`src/rtl/seg_mux_display.sv`:
```
// seg_mux_display: time-multiplexed driver for an N-digit common-anode seven-segment display.
// Frame-coherent hex capture, 0-F decode, per-digit decimal points and optional leading-zero blanking.
`default_nettype none

module seg_mux_display #(
  parameter int NUM_DIGITS    = 4,
  parameter int REFRESH_DIV   = 100000,
  parameter int BLANK_LEADING = 1
) (
  input  logic                    clk,
  input  logic                    rst_n,
  input  logic                    en,
  input  logic [4*NUM_DIGITS-1:0] value,
  input  logic [NUM_DIGITS-1:0]   dp_en,
  output logic [7:0]              seg,
  output logic [NUM_DIGITS-1:0]   an,
  output logic                    frame_done
);

  localparam int PW    = (REFRESH_DIV > 2) ? $clog2(REFRESH_DIV) : 1;
  localparam int IDX_W = (NUM_DIGITS > 1) ? $clog2(NUM_DIGITS) : 1;
  localparam logic [PW-1:0]    PRESC_LAST = PW'(REFRESH_DIV - 1);
  localparam logic [IDX_W-1:0] IDX_LAST   = IDX_W'(NUM_DIGITS - 1);

  logic [PW-1:0]           presc;
  logic [IDX_W-1:0]        idx;
  logic [4*NUM_DIGITS-1:0] value_snap;
  logic [NUM_DIGITS-1:0]   dp_snap;

  logic                    tick;
  logic                    wrap;
  logic [NUM_DIGITS-1:0]   keep;
  logic                    blank_acc;
  logic [3:0]              cur_nib;
  logic                    cur_dp;
  logic                    cur_keep;
  logic [NUM_DIGITS-1:0]   an_next;
  logic [7:0]              seg_next;

  // Returns segments a..g, active-low.
  function automatic logic [6:0] hex_to_seg(input logic [3:0] nib);
    logic [6:0] s;
    case (nib)
      4'h0: s = 7'b0000001;
      4'h1: s = 7'b1001111;
      4'h2: s = 7'b0010010;
      4'h3: s = 7'b0000110;
      4'h4: s = 7'b1001100;
      4'h5: s = 7'b0100100;
      4'h6: s = 7'b0100000;
      4'h7: s = 7'b0001111;
      4'h8: s = 7'b0000000;
      4'h9: s = 7'b0001100;
      4'hA: s = 7'b0001000;
      4'hB: s = 7'b1100000;
      4'hC: s = 7'b0110001;
      4'hD: s = 7'b1000010;
      4'hE: s = 7'b0110000;
      default: s = 7'b0111000;
    endcase
    return s;
  endfunction

  assign tick = (presc == PRESC_LAST);
  assign wrap = tick && (idx == IDX_LAST);

  // A digit stays lit once any nibble or dp at or above it is non-zero.
  always_comb begin
    keep      = '0;
    blank_acc = 1'b0;
    for (int k = NUM_DIGITS - 1; k >= 0; k--) begin
      blank_acc = blank_acc | (|value_snap[4*k +: 4]) | dp_snap[k];
      keep[k]   = blank_acc;
    end
    keep[0] = 1'b1;
    if (BLANK_LEADING == 0) begin
      keep = '1;
    end
  end

  always_comb begin
    cur_nib  = 4'h0;
    cur_dp   = 1'b0;
    cur_keep = 1'b0;
    an_next  = '1;
    seg_next = 8'hFF;
    for (int k = 0; k < NUM_DIGITS; k++) begin
      if (idx == IDX_W'(k)) begin
        cur_nib  = value_snap[4*k +: 4];
        cur_dp   = dp_snap[k];
        cur_keep = keep[k];
      end
    end
    if (en && cur_keep) begin
      for (int k = 0; k < NUM_DIGITS; k++) begin
        an_next[k] = (idx != IDX_W'(k));
      end
      seg_next = {hex_to_seg(cur_nib), ~cur_dp};
    end
  end

  always_ff @(posedge clk) begin
    if (!rst_n) begin
      presc      <= '0;
      idx        <= '0;
      value_snap <= '0;
      dp_snap    <= '0;
      frame_done <= 1'b0;
      an         <= '1;
      seg        <= 8'hFF;
    end else begin
      presc <= tick ? '0 : presc + 1'b1;
      if (tick) begin
        idx <= wrap ? '0 : idx + 1'b1;
      end
      if (wrap) begin
        value_snap <= value;
        dp_snap    <= dp_en;
      end
      frame_done <= wrap;
      an         <= an_next;
      seg        <= seg_next;
    end
  end

endmodule

`default_nettype wire

```
`config.mk`:
```
export PLATFORM = sky130hd
export DESIGN_NAME = seg_mux_display
export DESIGN_NICKNAME = d
export VERILOG_FILES = /design/src/rtl/seg_mux_display.sv
export SDC_FILE = /design/constraint.sdc
export NUM_CORES = 1
export LEC_CHECK = 0
export ABC_AREA = 0
export BUFFER_PORTS_ARGS = -buffer_cell sky130_fd_sc_hd__buf_2
export CAP_MARGIN = 20
export CORE_MARGIN = 2
export CORE_UTILIZATION = 25
export DETAILED_ROUTE_END_ITERATION = 12
export PLACE_DENSITY = 0.44
export SLEW_MARGIN = 40
export SYNTH_ARGS = -nofsm -noshare
export SYNTH_HDL_FRONTEND = slang
export SYNTH_SLANG_ARGS = --single-unit
```
`constraint.sdc`:
```
create_clock -name clk -period 2.2 [get_ports clk]
set_input_delay 0.33 -clock clk [delete_from_list [all_inputs] [get_ports clk]]
set_output_delay 0.33 -clock clk [all_outputs]
set_load 0.005 [all_outputs]
```
== After elaboration in Yosys (flattened, before gate mapping) ==
Memories as Yosys holds them, arrays and structs flattened. A register that Yosys moved wholly into a read port is not among the register bits.
Index checks and enable logic that the tools add are counted.

* Output and inout port bits: 13
* Register bits after elaboration: 52
* Bits in read-only memories: 112
* Memories: 1
* Logic and storage cells: 47
* Bits of input ports: 23

* $add $sub $neg: 2
* Mux-type cells: 13
* Reductions and logical operators: 10
* Eq/ne operators: 7
* Bitwise gates (word level): 7

{| class="wikitable"
|+ Memory list
! memory !! words !! bits a word !! read ports !! clocked after Yosys merged registers in !! write ports !! line !! RTL
|-
| (no name shown) || 16 || 7 || 1 || 1 || 0 || 43 || <nowiki>case (nib)</nowiki>
|}

{| class="wikitable"
|+ Operators by type and width
! operator !! number
|-
| $add A17 B1 Y17 const B || 1
|-
| $eq A17 B17 Y1 const B || 1
|-
| $mux W4 || 4
|-
| $reduce_or A4 Y1 || 3
|-
| $mux W1 || 8
|-
| $or A1 B1 Y1 || 5
|-
| $eq A2 B2 Y1 const B || 2
|-
| $ne A2 B2 Y1 const B || 2
|-
| $add A2 B1 Y2 const B || 1
|-
| $eq A2 B1 Y1 const B || 1
|-
| $logic_and A1 B1 Y1 || 2
|-
| $logic_not A2 Y1 || 1
|-
| $mux W2 || 1
|-
| $ne A2 B1 Y1 const B || 1
|-
| $not A1 Y1 || 2
|-
| $reduce_and A2 Y1 || 1
|-
| $reduce_bool A2 Y1 || 1
|-
| $reduce_or A2 Y1 || 1
|-
| $logic_not A1 Y1 || 1
|}

== Longest topological paths before layout ==
Gate-level depths: netlist (run 1).

* Depth after elaboration: 12
* Mapped depth: 11
* Mapped depth without buffers: 10

== Worst setup path before layout (run 1) ==
Ideal clock, no wire load.

* Path kind: register to register
* From: register idx[0]
* To: register seg[2]
* Path buffers: 2
* Library setup time: 137 ps
* Period minus slack after synthesis: 2213 ps
* Setup slack: -13 ps
* Required time: 2063 ps
* Cell stages (with the launch flop): 11
* Arrival time: 2076 ps
* Cell sequence: dfxtp_1 -> ha_1 -> buf_2 -> clkbuf_1 -> a21oi_1 -> a22oi_1 -> inv_1 -> ha_1 -> and2_1 -> o21ai_0 -> nand3_1

* Cells in the longest elaborated chain, start to end: 8
* Elaborated cells between the ends (all ways): 15
* Those cells by class: eq/ne: 3; mux: 8; reduce/logical: 4

{| class="wikitable"
|+ RTL lines
! item !! line !! RTL
|-
| start, declared || 26 || <nowiki>logic [IDX_W-1:0] idx;</nowiki>
|-
| start signal, assigned || 114 || <nowiki>idx <= wrap ? '0 : idx + 1'b1;</nowiki>
|-
| $logic_not A2 Y1 || 88 || <nowiki>if (idx == IDX_W'(k)) begin</nowiki>
|-
| $mux W1 (4 in series) || 88 ||
|-
| $logic_and A1 B1 Y1 || 94 || <nowiki>if (en && cur_keep) begin</nowiki>
|-
| $reduce_and A2 Y1 (no source line) || -- ||
|-
| $logic_not A1 Y1 (no source line) || -- ||
|-
| end, declared || 15 || <nowiki>output logic [7:0] seg,</nowiki>
|}

Several ways; a longest one is shown, not always the timed one.
A chain may end at the register's enable or synchronous reset.

== Worst setup path after layout (run 1) ==
* From: register idx[0]
* To: register seg[4]

The elaborated chain is that of the path after synthesis.

==> impl_metrics.csv, run 1 <==
group,metric,value,unit
outcome,outcome,"finished clean",
cts,clk_pin_slew,0.10,ns
setup_path,endpoint_kind,"flip-flop",
logic_synthesis,synth-edff-count,0,
power_and_ir_drop,p_comb_share,3.9,%
cts,clk_latency,0.31,ns
floorplanning,initial_utilization,25.4,%
cts,clk_path_buf_depth,2,
grt,grt_pass1_vias,1896,
cts,clockRootBuffer,"clkbuf_8",
route,drc,0,
grt,grt-ovfl-total,0,
cells_and_area,instances_no_fill,452,
cells_and_area,final_common_cell,"dfxtp_1",
placed_design,placed_cells,440,
logic_synthesis,syn_avg_cell_area,9.09,µm²
cells_and_area,fin_nets,352,
power_and_ir_drop,power_switching,0.000362,W
power_and_ir_drop,max-vdd-ir-drop,323,µV
cells_and_area,regArea,1050,µm²
route,wirelength,5530,µm
run,maxCapViolCount,0,
setup_path,cp.required,2.43,ns
worst_hold_path,min_path_type,"in -> reg",
floorplanning,core,9640,µm²
logic_synthesis,synthXorXnorAreaFrac,5.37,%
grt,grt_pass1_wl,9200,µm
power_and_ir_drop,pwr-share-seq,56.7,%
placed_design,dpl_cell_area,2870,µm²
route,vias,1977,
logic_synthesis,synthAdderAreaFrac,5.63,%
setup_path,critPathMaxFanout,5,
setup_path,crit_arrival,2.30,ns
grt,grt_usage,11.1,%
logic_synthesis,ys_seq_area_share,42.6,%
logic_synthesis,synth_top_family_by_area,"simple AND/OR/NAND/NOR gates",
route,wl_per_cell,12.2,µm
setup_path,cp_slowest_cell,"dfxtp_4",
timing,fmax,481,MHz
timing,hold_violations,0,
placed_design,hpwl,4180,µm
cts,cts-buffers-inserted,5,
logic_synthesis,yosys.area.top_type,"dfxtp_1",
timing,slew_viol_final,0,
cells_and_area,layout_common_cells,"dfxtp_1, buf_2, nand2_1",
floorplanning,die_w,103,µm
logic_synthesis,synth_compound_area_share,8.65,%
setup_path,critPathKind,"reg -> reg",
cells_and_area,area_growth,26.4,%
cells_and_area,layout-drive-gt1-share,25.4,%
timing,setup_viol,0,
setup_path,worst-path-buf-inv,2,
floorplanning,ios,36,
setup_path,startpoint_type,"flip-flop",
logic_synthesis,yosys.area.top_type_share,42.6,%
placed_design,port_buffers,35,
power_and_ir_drop,intPower,0.00132,W
logic_synthesis,synth_mux_area_share,9.06,%
logic_synthesis,yosys-top-cells-area,"dfxtp_1, mux2i_1, ha_1, nor2b_1, nand2_1",
logic_synthesis,synth.distinct_cells,37,
timing,fin_crit,2.08,ns
timing,skew,0.0133,ns
grt,antenna_found_initial,0,
cells_and_area,fin_area,3090,µm²
floorplanning,die_y,103,µm
route,drtPass1Iterations,4,
logic_synthesis,yosysWarnings,0,
cells_and_area,fillers,1046,
logic_synthesis,syn_area,2440,µm²
power_and_ir_drop,p_per_area,546,nW/µm²
route,drtAntennaViolNets,0,
logic_synthesis,postSynthCellCount,269,
timing,tns,0,ns
logic_synthesis,syn-num-nets,303,
logic_synthesis,async_flop_share,0,%
floorplanning,rows,36,
logic_synthesis,synthFlopType,"dfxtp_1",
placed_design,routabilityCongestion,0.794,
cts,numClockSinks,52,
floorplanning,die_area,10600,µm²
logic_synthesis,synth-seq-cells,52,
power_and_ir_drop,p_leak,1.10,nW
timing,slew_headroom,67.5,%
route,drt_iter0_markers,56,
cts,cts_tree,"yes",
setup_path,cpPeakStageDelay,0.39,ns
power_and_ir_drop,clkPwrFrac,39.4,%
cells_and_area,multi_input_area,1390,µm²
cells_and_area,diodes,0,
power_and_ir_drop,p_sw_share,21.5,%
timing,worst_pin_slew,0.488,ns
setup_path,critical_path.cell_chain,"inv_1, ha_2, nor3b_2, a221o_1, buf_4, ha_4, nor2_2, a211oi_2, o31ai_1",
timing,post-route-period-util,94.4,%
grt,grt_max_degree,26,
cts,htree_levels,2,
logic_synthesis,yosys.area_share.simple,24.7,%
route,viasPerCell,4.37,
setup_path,cp_top_family,"compound AO/OA/AOI/OAI gates",
-- power by group through the flow --
| stage | Sequential, W | Combinational [W] | Clock (W) |
|---|---|---|---|
| finish | 0.000957 | 0.0000654 | 0.000664 |
| global route | 0.000959 | 0.0000741 | 0.000726 |
| CTS | 0.000958 | 0.0000674 | 0.000693 |
| detailed placement | 0.000980 | 0.0000677 | 0 |
| global placement | 0.000980 | 0.0000675 | 0 |
| floorplan | 0.000980 | 0.0000258 | 0 |
-- worst reg2reg max path, stage by stage (launching register included) --
cell and delay [ns]:
dfxtp_4 0.39, inv_1 0.09, ha_2 0.22, nor3b_2 0.16, a221o_1 0.31, buf_4 0.16, ha_4 0.26, nor2_2 0.12
a211oi_2 0.05, o31ai_1 0.24
-- sequential cells by signal, indices dropped and copies added, names as in the netlist --
name and cells:
dp_snap 4, value_snap 16, an 4, idx 2, presc 17, seg 8
frame_done 1
-- synth_stat cells, types with 2 or more instances --
cell type and n:
nor2_1 25, and2_1 2, and4_1 3, nor4_1 5, and3_1 3, a221o_1 3
nor3_1 7, a211oi_1 4, a22oi_1 2, a21oi_1 6, ha_1 11, mux2i_1 21
nor3b_1 3, xnor2_1 8, o21ai_0 4, buf_4 2, or4_1 2, xor2_1 7
clkbuf_1 8, nand3_1 6, dfxtp_1 52, nor2b_1 20, buf_2 3, nand4_1 5
o211ai_1 2, a221oi_1 2, nand2_1 26, inv_1 10, nand3b_1 5, or3_1 3
o31ai_1 2, o311ai_0 2
-- final timing paths --
kind	startpoint	endpoint	slack, ns	cells past startpoint
max reg2reg	idx[0]	seg[4]	0.12	9
min reg2reg	presc[0]	presc[0]	0.48	1
min	value[15]	value_snap[15]	0.27	3
max	idx[0]	seg[4]	0.12	9
-- final cells by class --
class	count	share of cell area, %
clock buffer	5	2.23
clock inverter	3	1.38
inverter	10	1.21
multi-input combinational	194	45.0
sequential	52	33.8
tap	133	5.38
timing repair buffer	55	10.9
-- per-stage QoR --
step / power, W / util, % / hold WS (ns) / worst slack (ns)
finish: 0.00169 / 32.1 / 0.273 / 0.122
global route: 0.00176 / 32.1 / 0.276 / -0.00431
CTS: 0.00172 / 30.9 / 0.268 / 0.0113
detailed placement: 0.00105 / 29.8 / 0.462 / 0.0261
global placement: 0.00105 / 29.8 / 0.452 / 0.0597
floorplan: 0.00101 / - / 0.426 / 0.0311
-- cell families after synthesis --
logic type                 count (synthesis)
and+or+nand+nor                          116
DFF                                       52
AOI/OAI and AO/OA                         30
buffers and inverters                     23
muxes                                     22
xor gates and xnor gates                  15
adders and majority gates                 11
-- per-layer routing --
metal / GRT usage, % / routed length, µm / vias to the layer above / part of all wire [%]
li1: - / - / 1032 / -
met1: 14.7 / 2700 / 908 / 49
met2: 18.3 / 2580 / 30 / 47
met3: 2.37 / 189 / 7 / 3.4
met4: 3.24 / 65 / 0 / 1.2
met5: 0 / 0 / - / 0
-- what timing repair did --
item / 4_1_cts / 5_1_grt
hold buffers: 0 / 0
setup endpoints to repair: 0 / 24
resized for setup: 0 / 18
setup buffers: 0 / 4
No activity file was read; power rests on OpenSTA's default activity.
==> run 2, diff against run 1 <==
--- a/config.mk
+++ b/config.mk
@@ -9,9 +9,9 @@
 export BUFFER_PORTS_ARGS = -buffer_cell sky130_fd_sc_hd__buf_2
 export CAP_MARGIN = 20
 export CORE_MARGIN = 2
-export CORE_UTILIZATION = 25
+export CORE_UTILIZATION = 51
 export DETAILED_ROUTE_END_ITERATION = 12
-export PLACE_DENSITY = 0.44
+export PLACE_DENSITY = 0.76
 export SLEW_MARGIN = 40
 export SYNTH_ARGS = -nofsm -noshare
 export SYNTH_HDL_FRONTEND = slang
==> impl_metrics.csv, run 2 (synthesis gave the netlist of run 1 again) <==
group,metric,value,unit
route,wirelength,5050,µm
cells_and_area,largest_reg_flops,17,
power_and_ir_drop,p_leak,1.10,nW
cts,cts-buffers-inserted,5,
cells_and_area,fin_nets,349,
cts,cts_tree,"yes",
cells_and_area,diodes,0,
cells_and_area,layout-drive-gt1-share,21.2,%
timing,worst_pin_slew,0.416,ns
cells_and_area,top_regs,"presc x17, value_snap x16, seg x8",
timing,slew_headroom,72.2,%
cts,htree_levels,2,
cells_and_area,fillers,394,
grt,antenna_found_initial,0,
cells_and_area,top_register,"presc",
cells_and_area,fin_area,2950,µm²
floorplanning,rows,25,
timing,post-route-period-util,93.9,%
floorplanning,die_w,73.2,µm
timing,setup_viol,0,
power_and_ir_drop,p_per_area,649,nW/µm²
power_and_ir_drop,max-vdd-ir-drop,397,µV
placed_design,routabilityCongestion,0.897,
route,wl_per_cell,13.6,µm
setup_path,critPathKind,"reg -> reg",
route,drtPass1Iterations,4,
cts,clockRootBuffer,"clkbuf_8",
setup_path,cp.required,2.39,ns
cells_and_area,instances_no_fill,370,
timing,fmax,484,MHz
route,drc,0,
floorplanning,initial_utilization,52.5,%
route,vias,2028,
cells_and_area,regArea,1040,µm²
floorplanning,core,4660,µm²
cts,numClockSinks,52,
grt,grt_max_degree,26,
timing,fin_crit,2.07,ns
placed_design,dpl_cell_area,2760,µm²
setup_path,r2r_setup_slack,0.13,ns
cts,clk_path_buf_depth,2,
placed_design,port_buffers,35,
grt,grt_usage,20.2,%
placed_design,hpwl,3700,µm
grt,grt_pass1_vias,1831,
timing,layout_setup_ws,0.135,ns
floorplanning,die_y,73.2,µm
cells_and_area,multi_input_area,1320,µm²
route,drt_iter0_markers,114,
setup_path,critPathMaxFanout,7,
outcome,outcome,"finished clean",
setup_path,startpoint_type,"flip-flop",
timing,tns,0,ns
grt,grt-ovfl-total,0,
timing,hold_violations,0,
cells_and_area,area_growth,20.5,%
cts,cts_hold_buffers,0,
worst_hold_path,min_path_type,"in -> reg",
route,viasPerCell,5.48,
placed_design,preCtsSetupSlack,0.00195,ns
cells_and_area,layout_common_cells,"dfxtp_1, buf_2, nand2_1",
placed_design,placed_cells,360,
timing,skew,0.0121,ns
cts,clk_latency,0.31,ns
timing,rsz0062_at_grt,"no",
setup_path,crit_arrival,2.25,ns
floorplanning,ios,36,
cells_and_area,final_common_cell,"dfxtp_1",
run,maxCapViolCount,0,
cts,clk_pin_slew,0.10,ns
floorplanning,die_area,5360,µm²
grt,grt_pass1_wl,8350,µm
timing,slew_viol_final,0,
setup_path,endpoint_kind,"flip-flop",
timing,holdWs,0.273,ns
route,drtAntennaViolNets,0,
## run 2: changes by cell type in the layout (fill, tap and decap cells not counted), sizes merged
cell,delta
bufinv,+2
clkinv,-1
buf,-3
clkinvlp,-1
## run 2: worst paths after layout
kind / from / end / cells past startpoint
setup / recovery: idx[0] / seg[4] / 7
setup reg to reg: idx[0] / seg[4] / 7
hold reg to reg: presc[0] / presc[0] / 1
hold / removal: value[13] / value_snap[13] / 3
## run 2: worst max-delay path, cell delays in order (launching register included)
cell      delay [ns]
dfxtp_2         0.35
ha_1            0.25
buf_4           0.18
a221o_1         0.41
ha_1            0.38
nor2_1          0.07
a211oi_1        0.23
o31ai_1         0.09
## run 2: repair_timing
item | CTS | global route
pin swaps | 1 | 0
endpoints found under the setup margin | 3 | 5
resized for setup | 0 | 4
setup buffers | 2 | 0
## run 2: routing by layer
| layer | track usage, % | wire length (µm) | vias up |
|---|---|---|---|
| met5 | 0 | 0 | - |
| met3 | 5.39 | 270 | 9 |
| li1 | - | - | 1028 |
| met1 | 24.6 | 2270 | 934 |
| met2 | 33.7 | 2420 | 57 |
| met4 | 7.61 | 90 | 0 |
## run 2: where the power goes
group	switching [W]	leakage (nW)	internal, W	total, W
clock network	0.000320	0.0784	0.000568	0.000889
registers	0.00000571	0.423	0.000952	0.000958
logic	0.0000287	0.597	0.0000359	0.0000645
## run 2: metrics by stage
| step | total power, W | util (%) |
|---|---|---|
| 3_3_place_gp | 0.00104 | 59.3 |
| 4_1_cts | 0.00192 | 63.0 |
| 3_5_place_dp | 0.00104 | 59.3 |
| 6_report | 0.00191 | 63.2 |
| 2_1_floorplan | 0.00101 | - |
| 5_1_grt | 0.00198 | 63.2 |
## run 2: layout make-up
class / count / area share (%)
Inverter: 10 / 1.27
Sequential cell: 52 / 35.4
Tap cell: 54 / 2.29
Timing Repair Buffer: 52 / 10.7
Clock inverter: 3 / 3.06
Clock buffer: 5 / 2.34
Multi-Input combinational cell: 194 / 44.9
